<file path="src/rtl/ex_stage.sv">
// ex_stage: execute-stage controller wrapped around a 32-bit combinational ALU.
// Accepts ops from decode (valid/ready), holds the ALU operands stable for a
// per-op window (MUL_LAT / DIV_LAT cycles for MUL / DIV, one cycle otherwise),
// then registers the result for memory/writeback (valid/ready).
// A divide by zero skips the DIV window and yields all-ones with out_dz set.
// Optional build macro: EX_TRACE_EN prints a line per result capture.
module ex_stage #(
  parameter int MUL_LAT = 4,  // legal 1..16
  parameter int DIV_LAT = 8   // legal 1..16
) (
  input  logic        clk,
  input  logic        rst_n,
  input  logic        in_valid,
  output logic        in_ready,
  input  logic [31:0] in_a,
  input  logic [31:0] in_b,
  input  logic [2:0]  in_sel,
  input  logic [4:0]  in_rd,
  output logic [31:0] alu_a,
  output logic [31:0] alu_b,
  output logic [2:0]  alu_sel,
  input  logic [31:0] alu_r,
  input  logic        alu_zf,
  output logic        out_valid,
  input  logic        out_ready,
  output logic [31:0] out_r,
  output logic        out_zf,
  output logic [4:0]  out_rd,
  output logic        out_dz,
  output logic        busy
);

  typedef enum logic {S_IDLE, S_EXEC} state_t;

  localparam logic [2:0] SEL_MUL = 3'd5;
  localparam logic [2:0] SEL_DIV = 3'd6;
  // Counter preloads hold L-1 so the capture happens on the L-th edge.
  localparam logic [3:0] MUL_CNT = 4'(MUL_LAT - 1);
  localparam logic [3:0] DIV_CNT = 4'(DIV_LAT - 1);

  state_t      r_state;
  logic [3:0]  r_cnt;
  logic [31:0] r_a;
  logic [31:0] r_b;
  logic [2:0]  r_sel;
  logic [4:0]  r_rd;
  logic        r_dz;
  logic        r_out_valid;
  logic [31:0] r_out_r;
  logic        r_out_zf;
  logic [4:0]  r_out_rd;
  logic        r_out_dz;

  logic        w_accept;
  logic        w_done;
  logic        w_dz_in;
  logic [3:0]  w_cnt_load;

  // Ready depends only on state and the output slot, never on in_valid,
  // so upstream can't form a combinational loop through us.
  assign in_ready = (r_state == S_IDLE) && (!r_out_valid || out_ready);
  assign w_accept = in_valid && in_ready;
  assign w_done   = (r_state == S_EXEC) && (r_cnt == 4'd0);
  assign w_dz_in  = (in_sel == SEL_DIV) && (in_b == 32'd0);

  // Hold-window length for the incoming op; a zero divisor collapses DIV to one cycle.
  always_comb begin
    // NOTE: default first so every path assigns w_cnt_load and no latch is inferred.
    w_cnt_load = 4'd0;
    if (in_sel == SEL_MUL)                 w_cnt_load = MUL_CNT;
    else if (in_sel == SEL_DIV && !w_dz_in) w_cnt_load = DIV_CNT;
  end

  // Control FSM: latch the op on accept, count down the hold window, return to IDLE.
  always_ff @(posedge clk or negedge rst_n) begin
    if (!rst_n) begin
      r_state <= S_IDLE;
      r_cnt   <= 4'd0;
      r_a     <= 32'd0;
      r_b     <= 32'd0;
      r_sel   <= 3'd0;
      r_rd    <= 5'd0;
      r_dz    <= 1'b0;
    end else begin
      // NOTE: non-blocking assignments keep every register reading pre-edge values.
      case (r_state)
        S_IDLE: begin
          if (w_accept) begin
            r_a     <= in_a;
            r_b     <= in_b;
            r_sel   <= in_sel;
            r_rd    <= in_rd;
            r_dz    <= w_dz_in;
            r_cnt   <= w_cnt_load;
            r_state <= S_EXEC;
          end
        end
        S_EXEC: begin
          if (r_cnt != 4'd0) r_cnt <= r_cnt - 4'd1;
          else               r_state <= S_IDLE;
        end
        default: r_state <= S_IDLE;
      endcase
    end
  end

  // Result register: load on completion, otherwise drop valid once consumed.
  always_ff @(posedge clk or negedge rst_n) begin
    if (!rst_n) begin
      r_out_valid <= 1'b0;
      r_out_r     <= 32'd0;
      r_out_zf    <= 1'b0;
      r_out_rd    <= 5'd0;
      r_out_dz    <= 1'b0;
    end else if (w_done) begin
      r_out_valid <= 1'b1;
      r_out_r     <= r_dz ? 32'hFFFF_FFFF : alu_r;
      r_out_zf    <= r_dz ? 1'b0 : (alu_r == 32'd0);
      r_out_rd    <= r_rd;
      r_out_dz    <= r_dz;
    end else if (r_out_valid && out_ready) begin
      r_out_valid <= 1'b0;
    end
  end

  assign alu_a     = r_a;
  assign alu_b     = r_b;
  assign alu_sel   = r_sel;
  assign busy      = (r_state == S_EXEC);
  assign out_valid = r_out_valid;
  assign out_r     = r_out_r;
  assign out_zf    = r_out_zf;
  assign out_rd    = r_out_rd;
  assign out_dz    = r_out_dz;

`ifdef EX_TRACE_EN
  // Trace every capture and flag an ALU whose zero flag disagrees with its result.
  always_ff @(posedge clk) begin
    if (rst_n && w_done) begin
      $display("%0t ex_stage: sel=%0d a=%08h b=%08h r=%08h rd=%0d dz=%0b",
               $time, r_sel, r_a, r_b, r_dz ? 32'hFFFF_FFFF : alu_r, r_rd, r_dz);
      if (!r_dz && (alu_zf != (alu_r == 32'd0)))
        $display("%0t ex_stage: warning alu_zf=%0b disagrees with alu_r=%08h",
                 $time, alu_zf, alu_r);
    end
  end
`else
  // The ALU zero flag only feeds the trace; out_zf is derived from the result.
  logic w_unused_zf;
  assign w_unused_zf = alu_zf;
`endif

endmodule

</file>
<file path="config.mk">
export PLATFORM = sky130hd
export DESIGN_NAME = ex_stage
export DESIGN_NICKNAME = d
export VERILOG_FILES = /design/src/rtl/ex_stage.sv
export SDC_FILE = /design/constraint.sdc
export NUM_CORES = 1
export LEC_CHECK = 0
export CAP_MARGIN = 20
export CORE_ASPECT_RATIO = 0.5
export CORE_MARGIN = 8
export CORE_UTILIZATION = 30
export DETAILED_ROUTE_END_ITERATION = 10
export PLACE_DENSITY = 0.66
export SLEW_MARGIN = 40
export SYNTH_ARGS = -nofsm -noshare
export SYNTH_HDL_FRONTEND = slang
export SYNTH_SLANG_ARGS = --single-unit
export TNS_END_PERCENT = 1
</file>
<file path="constraint.sdc">
create_clock -name clk -period 2.1 [get_ports clk]
set_input_delay 0.315 -clock clk [delete_from_list [all_inputs] [get_ports clk]]
set_output_delay 0.315 -clock clk [all_outputs]
set_load 0.05 [all_outputs]
</file>
==> metrics.yaml <==
outcome:
  outcome: "completed"
die:
  die_y_um: 105.5
  dieArea_mm2: 0.02056
  fp.dieW_um: 194.9
  io_pins: 218
  core-area_mm2: 0.01553
  num_rows: 32
  initial_utilization_pct: 30.92
layout:
  areaGrowthSynthToFinish_pct: 64.83
  diodes: 0
  nFillCells: 1428
  stdcell_count: 970
  nets: 865
  drive_gt1_share_pct: 8.486
timing:
  rsz0062_at_grt: "no"
  holdWs_ps: 394.6
  maxSlewViolCount: 0
  timing.final.crit_share_pct: 91.88
  finalCriticalPeriod_ps: 1929
  fmax_ghz: 0.5183
  slew_headroom_pct: 60.89
  finalSetupTns_ps: 0
  finClkSkew_ps: 10.75
  setup_viol: 0
  tightest_slew_ps: 584.8
  finalHoldViolCount: 0
cts:
  cts_buffer_depth: 2
  cts-root-buf: "clkbuf_16"
  clk-insertion-delay-late_ps: 400
  numCtsBuffers: 17
  cts_tree: "built"
  cts_htree_levels: 4
  post_cts_buffers: 0
  clk_pin_slew_worst_paths_ps: 60
  clkSinkCount: 118
job:
  drv_cap: 0
hold_path:
  hold_path.class: "primary input to asynchronous set/reset pin"
drt:
  dr.pass1.iters: 4
  ant_nets: 0
  wl_per_cell_um: 16.40
  drt_iter0_markers: 274
  drt-total-wl_um: 15910
  post-route-drc-count: 0
  via_per_inst: 4.493
  via_count: 4358
setup_path:
  worstPathArrival_ps: 1610
  critical_path_class: "register to output pin"
  crit_buf_inv: 1
  end_kind: "output pin"
  worst_path_max_delay_cell: "clkdlybuf4s50_1"
  critPathTopFamily: "buffers and inverters"
  cp_max_fo: 2
  crit_chain: "clkdlybuf4s50_1"
  startpoint_type: "register"
  critical_path_required_ps: 1780
  max_stage_delay_ps: 860
placement:
  dp_hpwl_um: 11780
  gp_congestion: 0.7792
  dp.cells: 938
  io_buffers: 216
logic_synthesis:
  synth-seq-area-share_pct: 61.47
  ys_ff_latch: 118
  ys_types: 34
  synthesis.nets: 639
  synthArstFlopShare_pct: 100.0
  synth_mux_area_share_pct: 1.849
  synth_edf_count: 0
  synth-compound-area-share_pct: 5.236
  syn_area_mm2: 0.004803
  synth-simple-area-share_pct: 27.79
  synth_top_family_by_area: "simple AND/OR/NAND/NOR gates"
  synth_cells: 528
  syn_area_per_cell_um2: 9.097
  synth_ff_type: "dfrtp_1"
  ys_warn_count: 0
  synth_fa_ha_area_share_pct: 0.5210
  yosys.area_share.xor_xnor_pct: 0.1823
grt:
  groute.layer.met1.usage_pct: 17.66
  grt_overflow: 0
  grt_pass1_vias: 4464
  grt_first_pass_wirelength_um: 25100
  grt_max_degree: 56
  use_met2_pct: 28.12
  antenna_found_initial: 0
  use_met3_pct: 3.047
  grtUsageTotal_pct: 15.29
  busiest_layer: "met2"
power_and_ir_drop:
  leakagePower_nw: 3.632
  ir_drop_v: 0.0007397
  power_density_mw_per_mm2: 1888
## layout by cell type, fill, tap and decap left out, types with 5 or more instances in the layout
cell type and instances:
a21oi_1 35, clkbuf_16 17, dfrtp_1 118, nor2_1 67, nand2_1 219, mux2_2 7, buf_12 5, clkdlybuf4s50_1 213
nor4_1 15, buf_4 14
## routing by layer
layer	wire, um	vias to the layer above
met1	6709	2118
met2	8431	81
met4	248	0
li1	-	2144
met3	519	15
met5	0	-
## area by class of cell
| cell class | instances | area, um2 | share of cell area [%] |
|---|---|---|---|
| Inverter | 3 | 11.26 | 0.1422 |
| Multi-Input combinational cell | 380 | 1715 | 21.67 |
| Sequential cell | 118 | 2953 | 37.29 |
| Timing Repair Buffer | 234 | 2360 | 29.80 |
| Clock inverter | 9 | 148.9 | 1.881 |
| Tap cell | 204 | 255.2 | 3.224 |
| Clock buffer | 22 | 474.2 | 5.989 |
## cell families (layout without fill, tap and decap cells)
| group | count (synthesis) | count (layout) |
|---|---|---|
| AOI/OAI and AO/OA | 45 | 45 |
| xor gates and xnor gates | 1 | 1 |
| adders and majority gates | 2 | 2 |
| buffers and inverters | 30 | 268 |
| DFF | 118 | 118 |
| muxes | 8 | 8 |
| and+or+nand+nor | 324 | 324 |
## state kept, by name (all words and copies together) (netlist names)
name       count
alu_a         32
alu_b         32
alu_sel        3
busy           1
out_dz         1
out_r         32
out_rd         5
out_valid      1
out_zf         1
r_cnt          4
r_dz           1
r_rd           5
## where the power goes
group          internal [mW]  switching [mW]
registers               3.34           0.565
clock network           2.07            1.01
logic                   2.60            5.36
total                   8.01            6.94
## Yosys cell counts, types with 2 or more instances
| cell type | instances | share of area, % |
|---|---|---|
| a21oi_1 | 35 | 3.6 |
| buf_4 | 4 | 0.63 |
| nand2_1 | 219 | 17 |
| nand4_1 | 3 | 0.39 |
| and3_2 | 2 | 0.31 |
| buf_1 | 3 | 0.23 |
| clkbuf_1 | 9 | 0.70 |
| nor4_1 | 15 | 2.0 |
| nand2b_1 | 4 | 0.52 |
| nor2_1 | 67 | 5.2 |
| inv_1 | 2 | 0.16 |
| buf_2 | 11 | 1.1 |
| dfrtp_1 | 118 | 61 |
| o21ai_0 | 4 | 0.42 |
| a211oi_1 | 3 | 0.47 |
| nor2b_1 | 2 | 0.26 |
| nor3_1 | 3 | 0.31 |
| mux2_2 | 7 | 1.6 |
| ha_1 | 2 | 0.52 |
## what timing repair did
item                                   in CTS  in global routing
setup endpoints to repair                   0                  1
hold buffers                                1                  0
endpoints found under the hold margin      22                  0
gates resized for setup                     0                  1
## stage by stage
step / utilization, % / area [um2] / setup WS, ps / power (mW)
6_report: 50.97 / 7918 / 170.6 / 14.95
5_1_grt: 50.97 / 7918 / 112.5 / 15.71
4_1_cts: 50.95 / 7915 / 8.247 / 15.13
3_5_place_dp: 46.88 / 7282 / -122.8 / 11.96
3_3_place_gp: 46.88 / 7282 / -21.82 / 11.85
2_1_floorplan: - / 4803 / 332.0 / 8.955
## path summary, 6_finish.rpt
kind / from / endpoint / slack [ps] / cells past startpoint
min: rst_n / alu_a[15] / 390 / 2
max reg2reg: r_cnt[0] / out_r[31] / 340 / 7
min reg2reg: r_rd[4] / r_rd[4] / 470 / 2
min in group clk: in_a[15] / alu_a[15] / 440 / 3
max: alu_b[2] / alu_b[2] / 170 / 1
max in group asynchronous: rst_n / out_r[2] / 1070 / 3
Note: power is estimated with default switching activity, not from simulation.
